<file path="src/rtl/rv_isa_pkg.sv">
// RISC-V base-ISA encoding constants, decode format codes and the opcode classifier
// shared by the decode stage and its immediate generator.
package rv_isa_pkg;

  typedef enum logic [2:0] {
    FMT_R       = 3'd0,
    FMT_I       = 3'd1,
    FMT_S       = 3'd2,
    FMT_B       = 3'd3,
    FMT_U       = 3'd4,
    FMT_J       = 3'd5,
    FMT_ILLEGAL = 3'd7
  } fmt_e;

  // Major opcodes, instr[6:2]
  localparam logic [4:0] OPC_OP        = 5'b01100;
  localparam logic [4:0] OPC_OP_IMM    = 5'b00100;
  localparam logic [4:0] OPC_OP_32     = 5'b01110;
  localparam logic [4:0] OPC_OP_IMM_32 = 5'b00110;
  localparam logic [4:0] OPC_LOAD      = 5'b00000;
  localparam logic [4:0] OPC_STORE     = 5'b01000;
  localparam logic [4:0] OPC_BRANCH    = 5'b11000;
  localparam logic [4:0] OPC_JAL       = 5'b11011;
  localparam logic [4:0] OPC_JALR      = 5'b11001;
  localparam logic [4:0] OPC_LUI       = 5'b01101;
  localparam logic [4:0] OPC_AUIPC     = 5'b00101;
  localparam logic [4:0] OPC_SYSTEM    = 5'b11100;
  localparam logic [4:0] OPC_MISC_MEM  = 5'b00011;

  // Width-independent part of a decoded entry; pc and imm are carried beside it.
  typedef struct packed {
    logic [4:0] opcode;
    logic [4:0] rd;
    logic [4:0] rs1;
    logic [4:0] rs2;
    logic [2:0] func3;
    logic [6:0] func7;
    fmt_e       fmt;
  } dec_fields_t;

  // The *-32 opcodes only exist on RV64; on RV32 they fall through to ILLEGAL.
  function automatic fmt_e classify(input logic [31:0] instr, input logic rv64);
    fmt_e f;
    f = FMT_ILLEGAL;
    if (instr[1:0] == 2'b11) begin
      case (instr[6:2])
        OPC_OP:        f = FMT_R;
        OPC_OP_32:     f = rv64 ? FMT_R : FMT_ILLEGAL;
        OPC_LOAD,
        OPC_OP_IMM,
        OPC_MISC_MEM,
        OPC_JALR,
        OPC_SYSTEM:    f = FMT_I;
        OPC_OP_IMM_32: f = rv64 ? FMT_I : FMT_ILLEGAL;
        OPC_STORE:     f = FMT_S;
        OPC_BRANCH:    f = FMT_B;
        OPC_LUI,
        OPC_AUIPC:     f = FMT_U;
        OPC_JAL:       f = FMT_J;
        default:       f = FMT_ILLEGAL;
      endcase
    end
    return f;
  endfunction

endpackage

</file>
<file path="src/rtl/rv_decode_stage_imm_gen.sv">
// Combinational immediate assembly: gathers the scattered immediate bits for the
// given format and sign-extends from instr[31] to XLEN.
module rv_imm_gen
  import rv_isa_pkg::*;
#(
  parameter int XLEN = 32
) (
  input  logic [31:0]     instr,
  input  fmt_e            fmt,
  output logic [XLEN-1:0] imm
);

  logic signed [31:0] imm32;

  always_comb begin
    imm32 = '0;
    case (fmt)
      FMT_I:   imm32 = {{20{instr[31]}}, instr[31:20]};
      FMT_S:   imm32 = {{20{instr[31]}}, instr[31:25], instr[11:7]};
      FMT_B:   imm32 = {{19{instr[31]}}, instr[31], instr[7], instr[30:25], instr[11:8], 1'b0};
      FMT_U:   imm32 = {instr[31:12], 12'b0};
      FMT_J:   imm32 = {{11{instr[31]}}, instr[31], instr[19:12], instr[20], instr[30:21], 1'b0};
      default: imm32 = '0;
    endcase
  end

  // Signed cast widens with sign extension when XLEN is 64.
  assign imm = XLEN'(imm32);

endmodule

</file>
<file path="src/rtl/rv_decode_stage.sv">
// Registered RISC-V decode stage between fetch and register-read, with a 2-entry
// skid buffer so the stage sustains one instruction per cycle under backpressure.
module rv_decode_stage
  import rv_isa_pkg::*;
#(
  parameter int XLEN    = 32,
  parameter bit SKID_EN = 1
) (
  input  logic            clk,
  input  logic            rst,
  input  logic            flush,
  input  logic            in_valid,
  output logic            in_ready,
  input  logic [31:0]     instr,
  input  logic [XLEN-1:0] pc,
  output logic            out_valid,
  input  logic            out_ready,
  output logic [XLEN-1:0] out_pc,
  output logic [4:0]      out_opcode,
  output logic [4:0]      out_rd,
  output logic [4:0]      out_rs1,
  output logic [4:0]      out_rs2,
  output logic [2:0]      out_func3,
  output logic [6:0]      out_func7,
  output logic [2:0]      out_fmt,
  output logic [XLEN-1:0] out_imm,
  output logic            out_illegal
);

  localparam logic RV64 = (XLEN == 64);

  // Valid/ready: a transfer happens on a rising edge where valid and ready are both
  // high; a producer holding valid keeps its data stable until that edge, and flush
  // takes priority over any same-cycle input transfer.

  dec_fields_t     dec_f;
  logic [XLEN-1:0] dec_imm;

  assign dec_f.opcode = instr[6:2];
  assign dec_f.rd     = instr[11:7];
  assign dec_f.rs1    = instr[19:15];
  assign dec_f.rs2    = instr[24:20];
  assign dec_f.func3  = instr[14:12];
  assign dec_f.func7  = instr[31:25];
  assign dec_f.fmt    = classify(instr, RV64);

  rv_imm_gen #(.XLEN(XLEN)) u_imm_gen (
    .instr (instr),
    .fmt   (dec_f.fmt),
    .imm   (dec_imm)
  );

  dec_fields_t     out_f,  skid_f;
  logic [XLEN-1:0] out_pc_q, out_imm_q, skid_pc, skid_imm;
  logic            out_valid_q, skid_valid;
  logic            accept;

  // Without the skid the stage is a plain pipeline register and ready follows the output.
  assign in_ready = SKID_EN ? ~skid_valid : (~out_valid_q | out_ready);
  assign accept   = in_valid & in_ready;

  always_ff @(posedge clk or posedge rst) begin
    if (rst) begin
      out_valid_q <= 1'b0;
      skid_valid  <= 1'b0;
      out_f       <= '0;
      out_pc_q    <= '0;
      out_imm_q   <= '0;
      skid_f      <= '0;
      skid_pc     <= '0;
      skid_imm    <= '0;
    end else if (flush) begin
      out_valid_q <= 1'b0;
      skid_valid  <= 1'b0;
    end else if (!out_valid_q || out_ready) begin
      // Output slot frees up: the older skid entry always goes first.
      if (skid_valid) begin
        out_f       <= skid_f;
        out_pc_q    <= skid_pc;
        out_imm_q   <= skid_imm;
        out_valid_q <= 1'b1;
        skid_valid  <= 1'b0;
      end else if (accept) begin
        out_f       <= dec_f;
        out_pc_q    <= pc;
        out_imm_q   <= dec_imm;
        out_valid_q <= 1'b1;
      end else begin
        out_valid_q <= 1'b0;
      end
    end else if (accept) begin
      skid_f     <= dec_f;
      skid_pc    <= pc;
      skid_imm   <= dec_imm;
      skid_valid <= 1'b1;
    end
  end

  assign out_valid   = out_valid_q;
  assign out_pc      = out_pc_q;
  assign out_opcode  = out_f.opcode;
  assign out_rd      = out_f.rd;
  assign out_rs1     = out_f.rs1;
  assign out_rs2     = out_f.rs2;
  assign out_func3   = out_f.func3;
  assign out_func7   = out_f.func7;
  assign out_fmt     = out_f.fmt;
  assign out_imm     = out_imm_q;
  assign out_illegal = (out_f.fmt == FMT_ILLEGAL);

endmodule
</file>
<file path="config.mk">
export PLATFORM = sky130hd
export DESIGN_NAME = rv_decode_stage
export DESIGN_NICKNAME = d
export VERILOG_FILES = /design/src/rtl/rv_isa_pkg.sv /design/src/rtl/rv_decode_stage_imm_gen.sv /design/src/rtl/rv_decode_stage.sv
export SDC_FILE = /design/constraint.sdc
export NUM_CORES = 1
export LEC_CHECK = 0
export BUFFER_PORTS_ARGS = -buffer_cell sky130_fd_sc_hd__buf_4
export CORE_MARGIN = 10
export CORE_UTILIZATION = 50
export CTS_CLUSTER_DIAMETER = 80
export DETAILED_ROUTE_END_ITERATION = 6
export GPL_TIMING_DRIVEN = 0
export PLACE_DENSITY = 0.82
export SYNTH_ARGS = -nofsm -noshare
export SYNTH_HDL_FRONTEND = slang
export SYNTH_HIERARCHICAL = 1
export SYNTH_SLANG_ARGS = --single-unit
</file>
<file path="constraint.sdc">
create_clock -name clk -period 5.4 [get_ports clk]
set_input_delay 0.54 -clock clk [delete_from_list [all_inputs] [get_ports clk]]
set_output_delay 0.54 -clock clk [all_outputs]
set_load 0.005 [all_outputs]
</file>
==> flow_metrics.py, run 1 <==
metrics = {
    "setup_path": {
        "worstPathArrival_ns": 2.97,
        "critical_path.cell_chain": "buf_4 > inv_1 > ha_1 > mux2_2 > a311o_1 > nand3_1 > buf_4 > nor2b_2 > o21ai_1 > buf_2 > o21ai_0 > mux2_2",
        "standard_cell_with_the_maximum_stage_delay_on_the_critical_path": "sky130_fd_sc_hd__a311o_1",
        "worst_path_dominant_cell_family": "compound AO/OA/AOI/OAI gates",
        "cp_max_fo": 10,
        "crit_path_max_incr_delay_ns": 0.38,
        "crit_buf_inv": 4,
        "setup.worst_path.class": "in2reg",
        "endpoint_kind": "register",
        "cp.required_ns": 5.73,
        "setup.worst_path.start_class": "input port",
    },
    "synth": {
        "ys_async_sr_fraction": 1.000,
        "synth_cells": 731,
        "synth_seq_area_share": 0.5642,
        "ys_flop_type": "sky130_fd_sc_hd__dfrtp_1",
        "post-synth-top-area-fraction": 0.5642,
        "synth_top_cell_by_area": "sky130_fd_sc_hd__dfrtp_1",
        "synth_enable_flop_cells": 0,
        "postSynthAreaPerCell_um2": 11.89,
        "synth.most_common_cell": "sky130_fd_sc_hd__dfrtp_1",
        "total_of_flip_flops_plus_latches_after_synthesis": 196,
        "post_synth_num_cell_types": 42,
        "syn-cell-area_mm2": 0.008693,
        "synth.area.top_cells": "sky130_fd_sc_hd__dfrtp_1 56%, sky130_fd_sc_hd__mux2_2 13%, sky130_fd_sc_hd__mux2i_1 11%",
        "ys.warnings.count": 6,
        "yosys-top-cells-count": "196 x sky130_fd_sc_hd__dfrtp_1, 115 x sky130_fd_sc_hd__nand2_1, 105 x sky130_fd_sc_hd__o21ai_0",
        "synth_nets": 802,
    },
    "sta": {
        "maxClockFrequency_mhz": 377.9,
        "setup_viol": 0,
        "hold_violations": 0,
        "worst_slew_pin_slew_ns": 0.6311,
        "clock_skew_ns": 0.008844,
        "timing.final.crit_share": 0.4900,
        "sum_neg_setup_slack_ns": 0,
        "grt_setup_unrepaired": "no",
        "timing.final.max_slew_violations": 0,
        "min_period_ns": 2.646,
        "setup_slack_ns": 2.754,
        "hold_slack_ns": 0.1828,
        "max_slew_headroom_at_the_worst_pin": 0.5784,
    },
    "job": {
        "cap_violations": 0,
    },
    "clocking": {
        "cts-buffers-inserted": 17,
        "cts_hold_buf": 0,
        "post_cts_buffers": 0,
        "clk_pin_slew_ns": 0.08,
        "cts.sink_count": 196,
        "h-tree-depth": 4,
        "clockRootBuffer": "sky130_fd_sc_hd__clkbuf_16",
        "tritoncts_clock_tree": "built",
        "cts_buffer_depth": 2,
        "worst_skew_pair.late_latency_ns": 0.44,
        "post_cts_resize_count": 0,
    },
    "hold_path": {
        "worst_hold_path_type": "in2async",
    },
    "global_route": {
        "use_met3": 0.06351,
        "grtUsageTotal": 0.1913,
        "grt_pass1_vias": 6404,
        "grt-ovfl-total": 0,
        "wire_length_of_the_first_global_routing_pass_um": 35670,
        "antenna_found_initial": 0,
        "grt_util_met2": 0.3072,
        "grt.busiest_layer": "met2",
        "grt_start_max_net_pins": 41,
        "groute.layer.met1.usage": 0.2390,
    },
    "floorplanning": {
        "dieWidth_um": 151.9,
        "fp-row-count": 48,
        "fp.dieArea_mm2": 0.02306,
        "initial_utilization": 0.5061,
        "chipHeight_um": 151.9,
        "io_pins": 169,
        "core_area_mm2": 0.01718,
    },
    "route": {
        "detailedRoute.firstPassIterationCount": 6,
        "routed_wirelength_um": 22390,
        "final_antenna_net_count": 0,
        "avgRoutedWirePerCell_um": 19.30,
        "drt-vias-per-instance": 5.413,
        "route.detailed.drc": 0,
        "drtIter0Drc": 356,
        "detailroute.via_count": 6279,
    },
    "run_status": {
        "status": "finished clean",
    },
    "cells_and_area": {
        "diodes": 0,
        "num-nets-final": 993,
        "p_r_area_growth_vs_syn_pct": 25.65,
        "flip_flop_and_latch_area_mm2": 0.004905,
        "drive_gt1_frac": 0.3711,
        "multi_input_comb_area_mm2": 0.003493,
        "nFillCells": 1377,
    },
    "placed_design": {
        "post-place-ws_ns": 2.390,
        "dpl.hpwl_um": 16500,
        "last_weighted_congestion_value_of_the_routability_driven_placer": 0.7945,
        "number_of_buffer_cells_added_on_primary_ports": 167,
    },
    "pwr": {
        "leakagePower_uw": 0.005061,
        "power_density_mw_per_mm2": 339.4,
        "irDropWorstVdd_mv": 0.2155,
    },
}
[kinds of logic after synthesis]
family,Yosys count,share of synthesized area
flip-flops,196,0.5642
multiplexers,192,0.2350
AND/OR/NAND/NOR,147,0.07513
AO/OA/AOI/OAI,138,0.08880
buffers and inverters,56,0.03397
adder cells (fa/ha/maj),2,0.002878
[per-layer routing]
metal,share of wire,routed length (µm)
met5,0,0
met4,0.019,430
met3,0.074,1664
met2,0.48,10830
met1,0.42,9465
[worst reg2reg max path, cell delays in order (launching register included)]
cell,delay (ns)
sky130_fd_sc_hd__dfrtp_1,0.38
sky130_fd_sc_hd__nand2b_1,0.25
sky130_fd_sc_hd__nor3_4,0.45
sky130_fd_sc_hd__buf_4,0.29
sky130_fd_sc_hd__buf_4,0.23
sky130_fd_sc_hd__mux2_2,0.35
[flip-flops by register name, indices dropped and copies added, names as in the netlist]
name        cells
skid_pc        32
out_rd          5
out_func7       7
out_rs2         5
out_fmt         3
skid_valid      1
skid_f         33
out_opcode      5
out_valid       1
out_func3       3
skid_imm       32
out_imm        32
out_rs1         5
out_pc         32
[cell usage in the layout (no fill, tap or decap), types with 2 or more instances in the layout]
master / n
sky130_fd_sc_hd__a22o_1: 3
sky130_fd_sc_hd__and2_1: 6
sky130_fd_sc_hd__nor2_1: 5
sky130_fd_sc_hd__buf_12: 5
sky130_fd_sc_hd__clkbuf_16: 17
sky130_fd_sc_hd__dfrtp_1: 196
sky130_fd_sc_hd__ha_1: 2
sky130_fd_sc_hd__inv_6: 3
sky130_fd_sc_hd__clkbuf_1: 12
sky130_fd_sc_hd__o21ai_1: 3
sky130_fd_sc_hd__nand2b_1: 5
sky130_fd_sc_hd__inv_8: 4
sky130_fd_sc_hd__o21ai_0: 105
sky130_fd_sc_hd__nand2_1: 115
sky130_fd_sc_hd__mux2i_1: 95
sky130_fd_sc_hd__a21oi_1: 5
sky130_fd_sc_hd__buf_4: 182
sky130_fd_sc_hd__a21o_1: 10
sky130_fd_sc_hd__clkinvlp_4: 5
sky130_fd_sc_hd__inv_1: 5
sky130_fd_sc_hd__o22a_1: 2
sky130_fd_sc_hd__mux2_2: 97
sky130_fd_sc_hd__buf_2: 23
sky130_fd_sc_hd__a311o_1: 2
sky130_fd_sc_hd__clkinv_4: 2
sky130_fd_sc_hd__nand3_1: 2
[area by class of cell]
cell class | instances | share of cell area
Buffer | 50 | 0.02497
Clock buffer | 17 | 0.03895
Clock inverter | 15 | 0.01512
Inverter | 6 | 0.002405
Multi-Input combinational cell | 479 | 0.3198
Sequential cell | 196 | 0.4490
Tap cell | 225 | 0.02577
Timing Repair Buffer | 172 | 0.1239
[power by group]
part	internal [µW]	total, µW	switching [µW]
registers	1700	1830	130
clock network	658	1270	612
logic	339	604	264
total	2700	3710	1010
[per-stage QoR]
stage                     std cells    util  power, µW  instance area, µm²
after detailed placement       1128  0.6015       2473               10330
final                          1160  0.6359       3707               10920
after CTS                      1160  0.6359       3744               10920
after global placement         1123  0.5957       2431               10230
after global routing           1160  0.6359       3893               10920
after floorplan                 731       -       2145                8697
[final timing paths]
kind / start / to / slack [ns] / depth (start not counted)
max reg2reg: skid_valid / skid_pc[19] / 3.32 / 5
min reg2reg: out_pc[14] / out_pc[14] / 0.48 / 2
min in group clk: flush / out_valid / 0.30 / 2
max in group asynchronous: rst / out_pc[12] / 4.37 / 4
min: rst / skid_f[28] / 0.18 / 2
max: instr[3] / skid_imm[30] / 2.75 / 12
No activity file was read; power rests on OpenSTA's default activity.
==> run 2, diff against run 1 <==
Settings changed: ABC_AREA set to 1, CORE_UTILIZATION 50 to 55, PLACE_DENSITY 0.82 to 0.85.
Clock period 5.4 ns to 2.75 ns, I/O delays scaled along.
==> run 2 against run 1 <==
Effect of this change: global-route usage is 4.0 points higher; sequential share of layout area is 1.2 points lower; worst setup slack worse by 2.2 ns; critical path depth is 8 lower; sequential power is 98% higher; area after synthesis is 3.1% higher; routed wire length is 13% higher; largest power group unchanged; cell area is 2.7% higher; highest routed layer unchanged; register-to-register slack worse by 2.6 ns; power is 100% higher.
==> flow_metrics.py, run 2 <==
metrics = {
    "synth": {
        "ys_async_sr_fraction": 1.000,
        "yosys-top-cells-count": "321 x sky130_fd_sc_hd__nand2_1, 196 x sky130_fd_sc_hd__dfrtp_1, 140 x sky130_fd_sc_hd__o21ai_1",
        "total_of_flip_flops_plus_latches_after_synthesis": 196,
        "ys.warnings.count": 6,
        "post-synth-top-area-fraction": 0.5470,
        "postSynthAreaPerCell_um2": 8.364,
        "synth.most_common_cell": "sky130_fd_sc_hd__nand2_1",
        "synth_top_cell_by_area": "sky130_fd_sc_hd__dfrtp_1",
        "syn-cell-area_mm2": 0.008966,
        "synth_seq_area_share": 0.5470,
        "synth_enable_flop_cells": 0,
        "ys_flop_type": "sky130_fd_sc_hd__dfrtp_1",
        "synth_cells": 1072,
        "synth.area.top_cells": "sky130_fd_sc_hd__dfrtp_1 55%, sky130_fd_sc_hd__nand2_1 13%, sky130_fd_sc_hd__o21ai_1 7.8%",
        "synth_nets": 1143,
        "post_synth_num_cell_types": 25,
    },
    "sta": {
        "setup_slack_ns": 0.5458,
        "clock_skew_ns": 0.008740,
        "min_period_ns": 2.204,
        "hold_violations": 0,
        "timing.final.max_slew_violations": 0,
        "setup_viol": 0,
        "hold_slack_ns": 0.01634,
        "grt_setup_unrepaired": "no",
        "worst_slew_pin_slew_ns": 0.6399,
        "maxClockFrequency_mhz": 453.7,
        "max_slew_headroom_at_the_worst_pin": 0.5734,
        "timing.final.crit_share": 0.8015,
    },
    "clocking": {
        "worst_skew_pair.late_latency_ns": 0.44,
        "post_cts_resize_count": 0,
        "tritoncts_clock_tree": "built",
        "clk_pin_slew_ns": 0.06,
        "h-tree-depth": 4,
        "cts.sink_count": 196,
        "cts_buffer_depth": 2,
        "cts-buffers-inserted": 17,
        "clockRootBuffer": "sky130_fd_sc_hd__clkbuf_16",
        "post_cts_buffers": 0,
    },
    "pwr": {
        "leakagePower_uw": 0.005936,
        "power_density_mw_per_mm2": 672.7,
        "power.switching_uw": 2096,
        "power_frac_clock": 0.334,
        "internal-power_uw": 5448,
        "p_comb_frac": 0.185,
        "irDropWorstVdd_mv": 0.4367,
        "power_after_layout_uw": 7544,
        "switching_share": 0.2779,
        "seq_power_share": 0.481,
    },
    "setup_path": {
        "worstSetupEndpoint": "in_ready",
        "worst-path-stages": 4,
        "endpoint_kind": "output port",
        "setup.worst_path.class": "reg2out",
        "worstReg2RegEnd": "out_pc[15]",
        "r2r_setup_slack_ns": 0.72,
        "standard_cell_with_the_maximum_stage_delay_on_the_critical_path": "sky130_fd_sc_hd__dfrtp_1",
        "crit_start": "skid_valid",
        "cp.required_ns": 2.48,
        "r2r_start": "skid_valid",
        "crit_buf_inv": 4,
        "critical_path.cell_chain": "inv_2 > buf_2 > buf_1 > buf_4",
        "worst-r2r-cell-count": 6,
        "worstPathArrival_ns": 1.93,
        "worst_path_dominant_cell_family": "buffers and inverters",
        "crit_path_max_incr_delay_ns": 0.47,
        "cp_max_fo": 10,
        "setup.worst_path.start_class": "register",
    },
    "floorplanning": {
        "initial_utilization": 0.5624,
        "io_pins": 169,
        "fp.dieArea_mm2": 0.02181,
        "core_area_mm2": 0.01594,
        "chipHeight_um": 147.7,
        "dieWidth_um": 147.7,
        "fp-row-count": 46,
    },
    "placed_design": {
        "post-place-ws_ns": 0.3547,
        "post-place-cells": 1461,
        "number_of_buffer_cells_added_on_primary_ports": 168,
        "dpl.hpwl_um": 18580,
        "last_weighted_congestion_value_of_the_routability_driven_placer": 0.8850,
    },
    "cells_and_area": {
        "diodes": 0,
        "layout_common_cells": "321 x sky130_fd_sc_hd__nand2_1, 196 x sky130_fd_sc_hd__dfrtp_1, 173 x sky130_fd_sc_hd__buf_4, 140 x sky130_fd_sc_hd__o21ai_1, 118 x sky130_fd_sc_hd__o21ai_0",
        "p_r_area_growth_vs_syn_pct": 25.08,
        "num-nets-final": 1336,
        "final-instance-count-excl-fill": 1494,
        "drive_gt1_frac": 0.2269,
        "multi_input_comb_area_mm2": 0.003193,
        "flip_flop_and_latch_area_mm2": 0.004905,
        "regMostFlops": "skid_f",
        "number_of_flip_flops_in_the_largest_register": 33,
        "nFillCells": 1238,
        "final_common_cell": "sky130_fd_sc_hd__nand2_1",
    },
    "route": {
        "drt-vias-per-instance": 5.367,
        "detailedRoute.firstPassIterationCount": 5,
        "final_antenna_net_count": 0,
        "route.detailed.drc": 0,
        "routed_wirelength_um": 25260,
        "detailroute.via_count": 8019,
        "avgRoutedWirePerCell_um": 16.91,
        "drtIter0Drc": 747,
    },
    "global_route": {
        "grtUsageTotal": 0.2312,
        "grt-ovfl-total": 0,
        "grt_pass1_vias": 7958,
        "antenna_found_initial": 0,
        "grt_start_max_net_pins": 44,
        "wire_length_of_the_first_global_routing_pass_um": 40820,
    },
    "hold_path": {
        "worst_hold_path_type": "in2reg",
        "whs_path_depth": 2,
    },
    "run_status": {
        "status": "finished clean",
    },
    "job": {
        "cap_violations": 0,
    },
}
==> run 2: power by group through the flow <==
stage / Clock, µW / Sequential [µW] / Combinational [µW]
after floorplan: 0 / 3640 / 716
after global placement: 0 / 3640 / 1340
after detailed placement: 0 / 3670 / 1400
after CTS: 2540 / 3620 / 1420
after global routing: 2670 / 3680 / 1580
final: 2520 / 3630 / 1400
==> run 2: repair_timing <==
| action | in CTS | in global routing |
|---|---|---|
| hold endpoints to repair | 17 | 0 |
| endpoints found under the setup margin | 0 | 0 |
| hold buffers | 1 | 0 |
==> run 2: worst min path at each step <==
stage                   start    endpoint  slack [ns]
floorplan           out_ready  skid_valid        0.35
global placement    out_ready  skid_valid        0.45
detailed placement        rst   out_pc[4]        0.35
CTS                 out_ready  skid_valid       0.004
global route        out_ready  skid_valid        0.01
finish              out_ready  skid_valid        0.02
==> run 2: per-stage QoR <==
| step | setup TNS [ns] | utilization | instance area (µm²) |
|---|---|---|---|
| 2_1_floorplan | -11.25 | - | 8970 |
| 3_3_place_gp | -225.46 | 0.6587 | 10500 |
| 3_5_place_dp | 0 | 0.6654 | 10610 |
| 4_1_cts | 0 | 0.7034 | 11210 |
| 5_1_grt | 0 | 0.7034 | 11210 |
| 6_report | 0 | 0.7034 | 11210 |
==> run 2: metal layers <==
metal  share of wire  GRT usage  wire length, µm
met4           0.019    0.06739              480
met1            0.43     0.3018            10800
met3           0.099    0.08028             2506
met2            0.45     0.3571            11480
met5               0          0                0
==> run 2: kinds of logic (layout without fill, tap and decap cells) <==
logic type	count (synthesis)	count (layout)	synth area share
compound gates	295	295	0.1788
fa+ha+maj	2	2	0.002791
buf+inv	188	394	0.09685
flops	196	196	0.5470
simple gates	391	391	0.1746
==> run 2: cell type report <==
cell class                      instances  share of cell area
Sequential cell                       196              0.4374
Buffer                                 72             0.03860
Tap cell                              216             0.02410
Inverter                              116             0.03916
Multi-Input combinational cell        688              0.2847
Clock buffer                           21             0.04195
Timing Repair Buffer                  174              0.1229
Clock inverter                         11             0.01116
